===== src/rtl/seg_scan_driver_if.sv =====
// Bus between a display controller and the 7-segment scan driver.
// Inputs carry value/masks; outputs carry the scanned digit signals.
interface seg_scan_driver_if;
    logic        en;
    logic        load;
    logic [15:0] data;
    logic [3:0]  blank;
    logic [3:0]  point;
    logic [3:0]  hex;
    logic [3:0]  anode_n;
    logic        dp_n;
    logic        digit_tick;

    modport master (
        output en, load, data, blank, point,
        input  hex, anode_n, dp_n, digit_tick
    );

    modport slave (
        input  en, load, data, blank, point,
        output hex, anode_n, dp_n, digit_tick
    );
endinterface


===== src/rtl/seg_scan_driver.sv =====
// 4-digit common-anode 7-segment scan driver with ghosting guard.
// Define LEADING_ZERO_BLANK_EN to also suppress leading zero digits.
module seg_scan_driver #(
    parameter int SCAN_DIV = 50000,
    parameter int GUARD    = 16
) (
    input  logic              clk,
    input  logic              rst,
    seg_scan_driver_if.slave  bus
);
    localparam int CW = (SCAN_DIV > 2) ? $clog2(SCAN_DIV) : 1;
    localparam logic [CW-1:0] LAST    = CW'(SCAN_DIV - 1);
    localparam logic [CW-1:0] GUARD_C = CW'(GUARD);

    logic [CW-1:0] div_q, div_d;
    logic [1:0]    digit_q, digit_d;
    logic [15:0]   data_q;
    logic [3:0]    blank_q, point_q;
    logic [3:0]    hex_q, hex_d;
    logic [3:0]    anode_q, anode_d;
    logic          dp_q, dp_d;
    logic          tick_q, tick_d;
    logic [3:0]    supp;
    logic          wrap, lit;

    // Digits to keep dark: explicit blank mask, optionally leading zeros.
    always_comb begin
        supp = blank_q;
`ifdef LEADING_ZERO_BLANK_EN
        supp[1] = blank_q[1] | (data_q[15:4] == 12'h000);
        supp[2] = blank_q[2] | (data_q[15:8] == 8'h00);
        supp[3] = blank_q[3] | (data_q[15:12] == 4'h0);
`endif
    end

    // Divider/digit ring advance and next registered output values.
    always_comb begin
        div_d   = div_q;
        digit_d = digit_q;
        wrap    = bus.en && (div_q == LAST);
        lit     = bus.en && (div_q >= GUARD_C) && !supp[digit_q];
        hex_d   = data_q[digit_q*4 +: 4];
        anode_d = 4'b1111;
        dp_d    = 1'b1;
        tick_d  = wrap;
        if (bus.en) begin
            if (wrap) begin
                div_d   = '0;
                digit_d = digit_q + 2'd1;
            end else begin
                div_d = div_q + CW'(1);
            end
        end
        if (lit) begin
            anode_d[digit_q] = 1'b0;
            dp_d             = ~point_q[digit_q];
        end
    end

    // Scan state, latched display value and registered outputs.
    always_ff @(posedge clk or posedge rst) begin
        if (rst) begin
            div_q   <= '0;
            digit_q <= 2'd0;
            data_q  <= 16'h0000;
            blank_q <= 4'b1111;
            point_q <= 4'b0000;
            hex_q   <= 4'h0;
            anode_q <= 4'b1111;
            dp_q    <= 1'b1;
            tick_q  <= 1'b0;
        end else begin
            div_q   <= div_d;
            digit_q <= digit_d;
            hex_q   <= hex_d;
            anode_q <= anode_d;
            dp_q    <= dp_d;
            tick_q  <= tick_d;
            if (bus.load) begin
                data_q  <= bus.data;
                blank_q <= bus.blank;
                point_q <= bus.point;
            end
        end
    end

    assign bus.hex        = hex_q;
    assign bus.anode_n    = anode_q;
    assign bus.dp_n       = dp_q;
    assign bus.digit_tick = tick_q;
endmodule


===== src/flat_wrapper.sv =====
// flat-port wrapper written by rule: the top's interface ports become plain ports
module seg_scan_driver_flat 
#(
    parameter int SCAN_DIV = 50000,
    parameter int GUARD    = 16
)
  (clk, rst, bus_en, bus_load, bus_data, bus_blank, bus_point, bus_hex, bus_anode_n, bus_dp_n, bus_digit_tick);
  seg_scan_driver_if bus_i ();
  input  logic clk;
  input  logic rst;
  input wire logic [$bits(bus_i.en)-1:0] bus_en;
  input wire logic [$bits(bus_i.load)-1:0] bus_load;
  input wire logic [$bits(bus_i.data)-1:0] bus_data;
  input wire logic [$bits(bus_i.blank)-1:0] bus_blank;
  input wire logic [$bits(bus_i.point)-1:0] bus_point;
  output wire logic [$bits(bus_i.hex)-1:0] bus_hex;
  output wire logic [$bits(bus_i.anode_n)-1:0] bus_anode_n;
  output wire logic [$bits(bus_i.dp_n)-1:0] bus_dp_n;
  output wire logic [$bits(bus_i.digit_tick)-1:0] bus_digit_tick;
  assign bus_i.en = bus_en;
  assign bus_i.load = bus_load;
  assign bus_i.data = bus_data;
  assign bus_i.blank = bus_blank;
  assign bus_i.point = bus_point;
  assign bus_hex = bus_i.hex;
  assign bus_anode_n = bus_i.anode_n;
  assign bus_dp_n = bus_i.dp_n;
  assign bus_digit_tick = bus_i.digit_tick;
  seg_scan_driver #(.SCAN_DIV(SCAN_DIV), .GUARD(GUARD)) u_core (.clk(clk), .rst(rst), .bus(bus_i));
endmodule

===== config.mk =====
export PLATFORM = sky130hd
export DESIGN_NAME = seg_scan_driver_flat
export DESIGN_NICKNAME = d
export VERILOG_FILES = /design/src/rtl/seg_scan_driver_if.sv /design/src/rtl/seg_scan_driver.sv /design/src/flat_wrapper.sv
export SDC_FILE = /design/constraint.sdc
export NUM_CORES = 1
export LEC_CHECK = 0
export ABC_AREA = 1
export CAP_MARGIN = 10
export CORE_ASPECT_RATIO = 1.1
export CORE_MARGIN = 3
export CORE_UTILIZATION = 28
export CTS_CLUSTER_DIAMETER = 40
export CTS_CLUSTER_SIZE = 40
export DETAILED_ROUTE_END_ITERATION = 8
export DONT_BUFFER_PORTS = 1
export GPL_ROUTABILITY_DRIVEN = 0
export GPL_TIMING_DRIVEN = 0
export SETUP_SLACK_MARGIN = 0.4
export SLEW_MARGIN = 10
export SYNTH_ARGS = -nofsm -noshare
export SYNTH_HDL_FRONTEND = slang
export SYNTH_SLANG_ARGS = --single-unit

===== constraint.sdc =====
create_clock -name clk -period 1.8 [get_ports clk]
set_input_delay 0.36 -clock clk [delete_from_list [all_inputs] [get_ports clk]]
set_output_delay 0.36 -clock clk [all_outputs]
set_load 0.01 [all_outputs]

# Yosys cells after proc, flatten, opt, wreduce, memory -nomap -nowiden
# Cells that the tools add are included.
[word_totals]
wordCells = 33
out_inout_bits = 10
reg_bits = 52
[op_classes]
n_reduce_logical = 6
n_bitwise = 2
n_lt_le_gt_ge = 3
n_eq_ne = 1
mux = 9
n_addsub = 2
shift = 1
[ops]
columns = ["op", "count"]
rows = [
  ["16-bit by 1-bit adder with 16-bit output (second input constant)", 1],
  ["16-bit equality test (second input constant)", 1],
  ["16-bit by 5-bit greater-or-equal comparator with 1-bit output (second input constant)", 1],
  ["16-bit two-way mux", 1],
  ["16-bit by 5-bit variable part select with 4-bit output", 1],
  ["1-bit binary-select mux with 2-bit select", 2],
  ["1-bit logical AND", 4],
  ["1-bit two-way mux", 4],
  ["4-bit two-way mux", 1],
  ["4-bit NOT", 1],
  ["2-bit by 3-bit < comparator with 1-bit output (second input constant)", 1],
  ["2-bit by 1-bit adder with 2-bit output (second input constant)", 1],
  ["1-bit demux with 2-bit select", 1],
  ["2-bit by 1-bit greater-or-equal comparator with 1-bit output (second input constant)", 1],
  ["2-bit AND reduction", 1],
  ["1-bit zero test", 1],
  ["1-bit NOT", 1],
]

# Longest topological paths before layout
# Gate-level depths: netlist (run 1).
[logic_depth]
word_depth = 6
mapped_depth = 7
ltp_nobuf = 7

# Worst setup path after synthesis (run 1)
# OpenSTA, ideal clock, no wires.
[synth_timing]
path_kind = "register to register"
start = "register u_core.digit_q[0]"
end = "register u_core.digit_q[1]"
setup_time_ns = 0.116
period_less_slack_ns = 1.286
path_stages_with_launch = 7
n_path_buf = 2
path_slack_ns = 0.514
arrival_ns = 1.170
path_cell_list = "dfrtp_1 -> buf_2 -> inv_2 -> buf_2 -> ha_1 -> nand2_1 -> nand2_1"
[synth_via]
elab_chain_cells = 1
[synth_rtl]
columns = ["element", "line", "rtl"]
rows = [
  ["start, declared", "seg_scan_driver.sv:16", "logic [1:0] digit_q, digit_d;"],
  ["start signal, assigned", "seg_scan_driver.sv:74", "digit_q <= digit_d;"],
  ["2-bit by 1-bit adder with 2-bit output", "seg_scan_driver.sv:49", "digit_d = digit_q + 2'd1;"],
]
# Every way passes these cells.
# A chain may end at the register's enable or synchronous reset.

# Final worst setup path (run 1)
[layout_timing]
start = "register u_core.div_q[1]"
end = "register u_core.digit_q[0]"
[layout_via]
elab_chain_cells = 3
[layout_rtl]
columns = ["element", "line", "rtl"]
rows = [
  ["start, declared", "seg_scan_driver.sv:15", "logic [CW-1:0] div_q, div_d;"],
  ["start signal, assigned", "seg_scan_driver.sv:73", "div_q <= div_d;"],
  ["16-bit equality test", "seg_scan_driver.sv:40", "wrap = bus.en && (div_q == LAST);"],
  ["1-bit logical AND", "seg_scan_driver.sv:40", ""],
  ["2-bit AND reduction (no line)", "--", ""],
]
# Every way passes these cells.

==> impl_metrics.toml, run 1 <==
[min_path]
worstHoldEndpoint = "u_core.blank_q[2]"
hold_class = "input pin to flop"
hold_depth = 2
min_from = "bus_blank[2]"

[critical_path]
reg2reg_setup_slack_ns = 0.50
r2r-end = "u_core.digit_q[0]"
cp_cell_sequence = "ha_4 > nand3_1 > nor2_2 > nand3_4 > xor2_1"
startpoint_type = "flop"
crit_arrival_ns = 1.50
cp_top_family = "simple AND/OR/NAND/NOR gates"
critPathRequiredTime_ns = 2.00
crit_path_top_delay_cell = "dfrtp_1"
r2r_start = "u_core.div_q[1]"
reg2reg_depth = 5
cp_slowest_stage_delay_ns = 0.42
critPathKind = "flop to flop"
endpoint_kind = "flop"
crit_buf_inv = 0
cp_max_fo = 7

[drt]
wl_per_cell_um = 13.18
top_layer = "met5"
wl_met3_um = 397
viasPerCell = 4.528
first_pass_iters = 4
drt_iter0_drc = 67
wl_um = 5021
drtAntennaViolNets = 0
drc = 0
wl_met2_um = 2326
via_count = 1725
wl_met1_um = 2202

[yosys]
syn_area_per_cell_um2 = 9.509
async_reset_ff_share_pct = 100.0
synthFlopType = "dfrtp_1"
synthesis.area_um2 = 2472
syn_inst = 260
ys_ff_latch = 52
synthTopCellsByArea = "dfrtp_1, dfstp_2, mux2_2, nand2_1, nor2_1"
synth.largest_area_cell = "dfrtp_1"
yosysWarnings = 0
synth_top_area_share_pct = 43.52
synthTopCellsByCount = "dfrtp_1, nand2_1, nor2_1"
synth_cell_type_count = 27
synth_edf_count = 0
ys_seq_area_share_pct = 53.09
yosysMostFrequentCell = "dfrtp_1"
synth_nets = 294

[die]
coreArea_um2 = 8496
die_h_um = 104.6
placementRows = 35
die_area_um2 = 9995
io-pin-count = 38
initial_utilization_pct = 29.10
dieWidth_um = 95.60

[power]
switching_share_pct = 28.98
p_switching_mw = 0.7754
vdd_drop_max_mv = 0.4569
total_leakage_power_nw = 1.310
power_density_nw_per_um2 = 946.8
p_comb_share_pct = 15.5
power_frac_clock_pct = 30.4
pwr-share-seq_pct = 54.1
internal-power_mw = 1.901

[placed_design]
dp_hpwl_um = 3662
placed_cell_area_um2 = 2615
io_buffers = 0
dp_cells = 371

[clocking]
numCtsBuffers = 5
cts.sinks = 52
worstSkewPairLatency_ns = 0.31
path_clk_slew_ns = 0.10
h-tree-depth = 2
cts_root_buf = "clkbuf_8"
post-cts-setup-buffers = 0
cts_tree = "built"
cts_max_path_buffers = 2

[global_route]
antenna_found_initial = 1
grt_pass1_wl_um = 8487
grt_pass1_vias = 1777
gr-total-overflow = 0
grt_max_degree = 53
grt_usage_pct = 10.93

[timing]
fmax_mhz = 768.6
grt_setup_unrepaired = "false"
finalMaxSlewViolations = 0
post-route-min-period_ns = 1.301
setup_viol = 0
max_slew_margin_pct = 77.14
finalHoldViolCount = 0
worstMarginPinSlew_ns = 0.3430
finalSetupTns_ns = 0
period_share_pct = 72.28
clock_skew_ns = 0.01066

[final_layout]
diodes = 0
finalNonFillerCells = 381
ff_latch_area_um2 = 1318
multiInputGateArea_um2 = 1066
nets = 303
syn2layout_area_growth_pct = 14.32
layout-drive-gt1-share_pct = 24.81
fillerInstances = 898
fin_area_um2 = 2826

[job]
maxCapViolations = 0

[status]
status = "finished, final reports clean"
## what timing repair did
action                     in CTS  in global routing
gates cloned                    0                  0
gates resized for setup         3                 19
setup endpoints to repair      12                 18
pin swaps                       1                  5
hold buffers                    0                  1
hold endpoints to repair        0                 12
## power groups by stage
stage | clock network, mW | registers (mW) | logic (mW)
after floorplan | 0 | 1.43 | 0.322
after global placement | 0 | 1.45 | 0.368
after detailed placement | 0 | 1.45 | 0.385
after CTS | 0.841 | 1.44 | 0.385
after global routing | 0.884 | 1.47 | 0.473
final | 0.813 | 1.45 | 0.415
## worst max-delay path by stage
stage	cells after the start	slack, ns	startpoint	endpoint
final	5	0.50	u_core.div_q[1]	u_core.digit_q[0]
after global routing	7	0.39	u_core.div_q[1]	u_core.div_q[14]
after CTS	6	0.37	u_core.digit_q[0]	u_core.digit_q[1]
after detailed placement	6	0.31	u_core.digit_q[0]	u_core.digit_q[1]
after global placement	6	0.33	u_core.digit_q[0]	u_core.digit_q[1]
after floorplan	6	0.51	u_core.digit_q[0]	u_core.digit_q[1]
## flip-flops by register name, summed over array words and instances, names as in the netlist
signal / count
u_core.data_q: 16
u_core.div_q: 16
u_core.blank_q: 4
u_core.bus.anode_n: 4
u_core.bus.hex: 4
u_core.point_q: 4
u_core.digit_q: 2
u_core.bus.digit_tick: 1
u_core.bus.dp_n: 1
## logic make-up after synthesis
logic type | share of synthesized area (%)
AO/OA/AOI/OAI | 6.933
adder cells (fa/ha/maj) | 3.036
multiplexers | 8.198
XOR/XNOR | 2.480
flip-flops | 53.09
AND/OR/NAND/NOR | 20.45
buffers and inverters | 5.820
## layout by cell type, fill, tap and decap left out, drive strengths merged, types with 2 or more instances in the layout
cell type,n
ha,6
nor2,31
xnor2,2
xor2,5
inv,30
nand2,46
clkbuf,7
nand3,20
mux2,18
dfstp,9
buf,6
nand4,4
o21ai,20
nor3,6
a21oi,13
dfrtp,43
## metrics by stage
step	worst slack, ns	hold slack [ns]	util, %	total power [mW]
6_report	0.4990	0.1594	33.27	2.676
5_1_grt	0.3912	0.1444	33.27	2.827
4_1_cts	0.3651	0.1525	32.18	2.662
3_5_place_dp	0.3129	0.4896	30.78	1.839
3_3_place_gp	0.3274	0.4806	30.78	1.821
2_1_floorplan	0.5138	0.4117	-	1.748
## cell type report
class / count / area share, %
Clock inverter: 2 / 1.372
Tap cell: 111 / 4.914
Buffer: 6 / 1.549
Clock buffer: 6 / 2.568
Multi-Input combinational cell: 172 / 37.72
Sequential cell: 52 / 46.61
Timing Repair Buffer: 2 / 1.062
Inverter: 30 / 4.205
## per-layer routing
layer | vias up | track usage, %
li1 | 857 | -
met4 | 2 | 3.354
met2 | 38 | 16.79
met1 | 816 | 13.40
met5 | - | 0
met3 | 12 | 5.328
Power figures use the tool's default switching activity.
==> run 2, diff against run 1 <==
==> constraint.sdc (replaced) <==
create_clock -name clk -period 1.3 [get_ports clk]
set_input_delay 0.26 -clock clk [delete_from_list [all_inputs] [get_ports clk]]
set_output_delay 0.26 -clock clk [all_outputs]
set_load 0.01 [all_outputs]
==> run 2 against run 1 <==
  * The flow now finishes with violations (negative hold slack)
  * Count of clock-buffer cells in the layout down 1
  * Clock power is 22% higher
  * Fmax rose by 1.6%
  * First-iteration DRC count increased by 21%
  * Utilization grew 5.2 points
  * Worst setup slack got worse by 0.48 ns
  * Sequential share of layout area down 6.3 points
  * Power is 50% higher
  * Worst hold slack worse by 0.36 ns
  * Global-route usage rose by 0.22 points
  * Via count rose by 10%
  * Final cell count grew 7.3%
  * Critical endpoint is now u_core.div_q[13]
  * Largest power group unchanged
  * Highest routed layer is now met4
==> impl_metrics.toml, run 2 (synthesis gave the netlist of run 1 again) <==
[timing]
post-route-min-period_ns = 1.280
grt_setup_unrepaired = "true"
max_slew_margin_pct = 73.86
worstMarginPinSlew_ns = 0.3913
fmax_mhz = 781.2
period_share_pct = 98.47
setup_slack_ns = 0.01984
finalMaxSlewViolations = 0
setup_viol = 0
finalHoldViolCount = 12
holdWs_ns = -0.2048
clock_skew_ns = 0.005099

[drt]
drtAntennaViolNets = 0
viasPerCell = 4.648
via_count = 1901
drt_iter0_drc = 81
first_pass_iters = 4
wl_um = 5587
drc = 0
wl_per_cell_um = 13.66

[final_layout]
fin_area_um2 = 3271
final_cell_mix = "dfrtp_1, nand2_1, inv_1, buf_4, nor2_1"
final_common_cell = "dfrtp_1"
diodes = 0
syn2layout_area_growth_pct = 32.29
fillerInstances = 850
layout-drive-gt1-share_pct = 42.95
reg_top3 = "u_core.data_q x16, u_core.div_q x16"
nets = 331

[power]
power_frac_clock_pct = 24.7
p_comb_share_pct = 24.6
internal-power_mw = 2.700
switching_share_pct = 32.93
power_density_nw_per_um2 = 1231
total_leakage_power_nw = 1.487
p_switching_mw = 1.325
p_total_mw = 4.025
pwr-share-seq_pct = 50.7
vdd_drop_max_mv = 0.5755

[critical_path]
r2r-end = "u_core.div_q[13]"
reg2reg_depth = 8
crit_path_top_delay_cell = "dfrtp_2"
critPathKind = "flop to flop"
cp_slowest_stage_delay_ns = 0.41
cp_max_fo = 5
path_common_cell = "nand2_2"
cp_cell_sequence = "buf_6 > nand2_4 > nor2_4 > nand2_4 > nor2_8 > nand2_2 > nand2_2 > nand2_2"
r2r_start = "u_core.div_q[5]"
critPathRequiredTime_ns = 1.52
startpoint_type = "flop"
worstSetupEndpoint = "u_core.div_q[13]"
reg2reg_setup_slack_ns = 0.02
crit_path_start = "u_core.div_q[5]"
endpoint_kind = "flop"
crit_arrival_ns = 1.50

[placed_design]
io_buffers = 0
placed_cell_area_um2 = 2675
dp_hpwl_um = 3667
place_ws_ns = -0.03987

[clocking]
numCtsBuffers = 5
cts.sinks = 52
h-tree-depth = 2
worstSkewPairLatency_ns = 0.31
hold_buffers = 0
cts_max_path_buffers = 2
cts_tree = "built"
path_clk_slew_ns = 0.10
cts_root_buf = "clkbuf_8"

[die]
placementRows = 35
dieWidth_um = 95.60
io-pin-count = 38
initial_utilization_pct = 29.10
die_area_um2 = 9995
die_h_um = 104.6
coreArea_um2 = 8496

[min_path]
hold_class = "input pin to asynchronous set/reset pin"

[global_route]
antenna_found_initial = 0
grt_pass1_wl_um = 8673
grt_pass1_vias = 1734
grt_max_degree = 53
grt_usage_pct = 11.16
gr-total-overflow = 0

[job]
maxCapViolations = 0

[status]
status = "finished, violations left"
violations = "negative hold slack"
-- run 2: changes by cell type in the layout (fill, tap and decap cells not counted), sizes merged --
| cell | previous run | this run |
|---|---|---|
| buf | 6 | 35 |
| bufinv | 1 | 0 |
| clkbuf | 7 | 6 |
| clkinv | 0 | 1 |
| clkinvlp | 1 | 2 |
| dlygate4sd3 | 1 | 0 |
-- run 2: repair_timing --
item,in CTS,in global routing
resized for setup,30,35
pin swaps,13,20
endpoints found under the hold margin,0,12
endpoints found under the setup margin,38,38
setup buffers,13,16
-- run 2: how the worst min path moves through the flow --
stage                 start  slack (ns)  cells past startpoint                    end
2_1_floorplan           rst        0.31                      1  u_core.bus.digit_tick
3_3_place_gp   bus_blank[2]        0.38                      2      u_core.blank_q[2]
3_5_place_dp   bus_point[1]        0.39                      2      u_core.point_q[1]
4_1_cts        bus_blank[2]        0.04                      2      u_core.blank_q[2]
5_1_grt                 rst       -0.19                      1        u_core.div_q[4]
6_report                rst       -0.20                      1  u_core.bus.digit_tick
-- run 2: layout make-up --
| type | instances | area (um^2) | share of cell area, % |
|---|---|---|---|
| Tap cell | 111 | 138.9 | 4.246 |
| Inverter | 30 | 128.9 | 3.940 |
| Timing Repair Buffer | 30 | 264.0 | 8.072 |
| Clock buffer | 5 | 68.82 | 2.104 |
| Sequential cell | 52 | 1320 | 40.36 |
| Clock inverter | 3 | 27.53 | 0.8416 |
| Buffer | 6 | 55.05 | 1.683 |
| Multi-Input combinational cell | 172 | 1267 | 38.75 |
-- run 2: worst max-delay path: cells and delay by family, from the launching register on --
kind          cells  cell delay, ns
flops             1            0.41
simple gates      7            0.64
buf+inv           1            0.13
-- run 2: through the flow --
stage	hold WS, ns	instances	utilization [%]	setup TNS (ns)
after floorplan	0.3117	260	-	0
after global placement	0.3777	371	31.49	-0.1186
after detailed placement	0.3914	371	31.49	-0.1468
after CTS	0.04277	392	35.01	0
after global routing	-0.1929	409	38.50	-0.3560
final	-0.2048	409	38.50	0
-- run 2: power by group through the flow --
stage               combinational [mW]  clock, mW  sequential [mW]
global route                      1.10       1.09             2.07
detailed placement               0.544          0             2.03
global placement                 0.523          0             2.02
floorplan                        0.460          0             1.98
finish                           0.989      0.994             2.04
CTS                              0.770       1.03             2.01
-- run 2: per-layer routing --
layer,global-route usage (%),wire (um)
met5,0,0
met4,4.065,82
met3,3.168,319
met2,17.64,2869
met1,14.38,2314
==> run 3, diff against run 2 <==
--- a/config.mk
+++ b/config.mk
@@ -8,7 +8,7 @@
 export ABC_AREA = 1
 export CAP_MARGIN = 10
 export CORE_ASPECT_RATIO = 1.1
-export CORE_MARGIN = 3
+export CORE_MARGIN = 2
 export CORE_UTILIZATION = 28
 export CTS_CLUSTER_DIAMETER = 40
 export CTS_CLUSTER_SIZE = 40
@@ -17,7 +17,7 @@
 export GPL_ROUTABILITY_DRIVEN = 0
 export GPL_TIMING_DRIVEN = 0
 export SETUP_SLACK_MARGIN = 0.4
-export SLEW_MARGIN = 10
+export SLEW_MARGIN = 30
 export SYNTH_ARGS = -nofsm -noshare
 export SYNTH_HDL_FRONTEND = slang
 export SYNTH_SLANG_ARGS = --single-unit
==> run 3 against run 2 <==
  * The run still ends with negative hold slack left
  * Wire length is 0.47% higher
  * Power down 2.5%
  * Count of clock-buffer cells in the layout did not move
  * Clock power up 4%
  * First-iteration DRC count down 26%
==> impl_metrics.toml, run 3 (synthesis gave the netlist of run 1 again) <==
[critical_path]
startpoint_type = "flop"
endpoint_kind = "flop"
crit_arrival_ns = 1.52
critPathRequiredTime_ns = 1.52
critPathKind = "flop to flop"
cp_max_fo = 5

[drt]
drc = 0
drt_iter0_drc = 60
first_pass_iters = 5
wl_per_cell_um = 13.93
via_count = 1871
wl_um = 5613
viasPerCell = 4.643
drtAntennaViolNets = 0

[timing]
finalMaxSlewViolations = 0
finalHoldViolCount = 22
worstMarginPinSlew_ns = 0.6121
clock_skew_ns = 0.01215
holdWs_ns = -0.1285
post-route-min-period_ns = 1.299
period_share_pct = 99.95
fmax_mhz = 769.6
max_slew_margin_pct = 59.11
grt_setup_unrepaired = "true"
setup_viol = 0

[global_route]
antenna_found_initial = 1
grt_usage_pct = 12.01
gr-total-overflow = 0
grt_pass1_vias = 1801
grt_pass1_wl_um = 8963
grt_max_degree = 28

[die]
coreArea_um2 = 8496
die_h_um = 102.6
dieWidth_um = 93.60
placementRows = 35
initial_utilization_pct = 29.10
io-pin-count = 38
die_area_um2 = 9599

[final_layout]
diodes = 0
layout-drive-gt1-share_pct = 43.84
syn2layout_area_growth_pct = 29.50
nets = 325
reg_top3 = "u_core.data_q x16, u_core.div_q x16"
final_common_cell = "dfrtp_1"
fillerInstances = 835
final_cell_mix = "dfrtp_1, nand2_1, inv_1"

[power]
total_leakage_power_nw = 1.462
p_total_mw = 3.925
power_density_nw_per_um2 = 1226
vdd_drop_max_mv = 0.4723

[clocking]
cts_root_buf = "clkbuf_8"
path_clk_slew_ns = 0.11
numCtsBuffers = 5
worstSkewPairLatency_ns = 0.32
cts_max_path_buffers = 2
h-tree-depth = 2
cts_tree = "built"
cts.sinks = 52

[placed_design]
dp_hpwl_um = 3728
io_buffers = 0

[status]
violations = "negative hold slack"
status = "finished, violations left"

[min_path]
hold_class = "input pin to asynchronous set/reset pin"

[job]
maxCapViolations = 0
-- run 3: cell count changes in the layout (fill, tap and decap cells not counted), sizes merged --
| cell | previous run | this run |
|---|---|---|
| clkinvlp | 2 | 1 |
| buf | 35 | 29 |
| inv | 30 | 32 |
| clkinv | 1 | 0 |
-- run 3: what timing repair did --
item | 4_1_cts | 5_1_grt
pin swaps | 9 | 15
setup endpoints to repair | 38 | 38
resized for setup | 31 | 33
buffers inserted | 11 | 12
hold endpoints to repair | 22 | 22
-- run 3: final cells by class --
cell class	instances	area (um^2)	share of cell area, %
multi-input cells	172	1215	37.94
well taps	111	138.9	4.338
clock inverters	3	28.78	0.8988
inverters	30	128.9	4.025
plain buffers	6	55.05	1.719
clock buffers	5	68.82	2.149
repair buffers	24	244.0	7.620
flip-flops and latches	52	1323	41.31
-- run 3: routing by layer --
metal / GRT usage, % / share of wire, % / vias to the layer above
met1: 14.76 / 43 / 917
met2: 20.14 / 51 / 31
met4: 5.351 / 2.3 / 2
li1: - / - / 911
met5: 0 / 0.23 / -
met3: 2.997 / 3.8 / 10
-- run 3: worst max-delay path: stages, from the launching register on --
cell	delay, ns
dfrtp_1	0.42
ha_4	0.18
nand3_2	0.11
nor2_4	0.18
nand2_2	0.08
xor2_1	0.16
inv_1	0.06
-- run 3: power by group --
part	switching, mW	internal (mW)	total (mW)	leakage (nW)
clock	0.618	0.408	1.03	0.0511
sequential	0.219	1.82	2.04	0.596
combinational	0.441	0.418	0.859	0.814
total	1.28	2.65	3.92	1.46
-- run 3: per-stage QoR --
stage	utilization [%]	TNS, ns	instance area (um^2)	std cells	setup WS (ns)
finish	37.69	0	3202	403	0.0005910
global route	37.69	-0.6755	3202	403	-0.07317
detailed placement	31.72	-0.1435	2695	372	-0.03390
global placement	31.49	-0.05573	2675	371	-0.02232
CTS	35.30	0	2999	391	0.04451
floorplan	-	0	2536	260	0.1418
-- run 3: final timing paths --
kind,startpoint,to,slack (ns),depth (start not counted)
max in group asynchronous,rst,u_core.bus.anode_n[3],0.83,2
max reg2reg,u_core.div_q[0],u_core.div_q[10],0.0006,6
min reg2reg,u_core.blank_q[2],u_core.blank_q[2],0.50,2
min in group clk,bus_blank[2],u_core.blank_q[2],0.05,2
max,u_core.div_q[0],u_core.div_q[10],0.0006,6
min,rst,u_core.data_q[6],-0.13,1
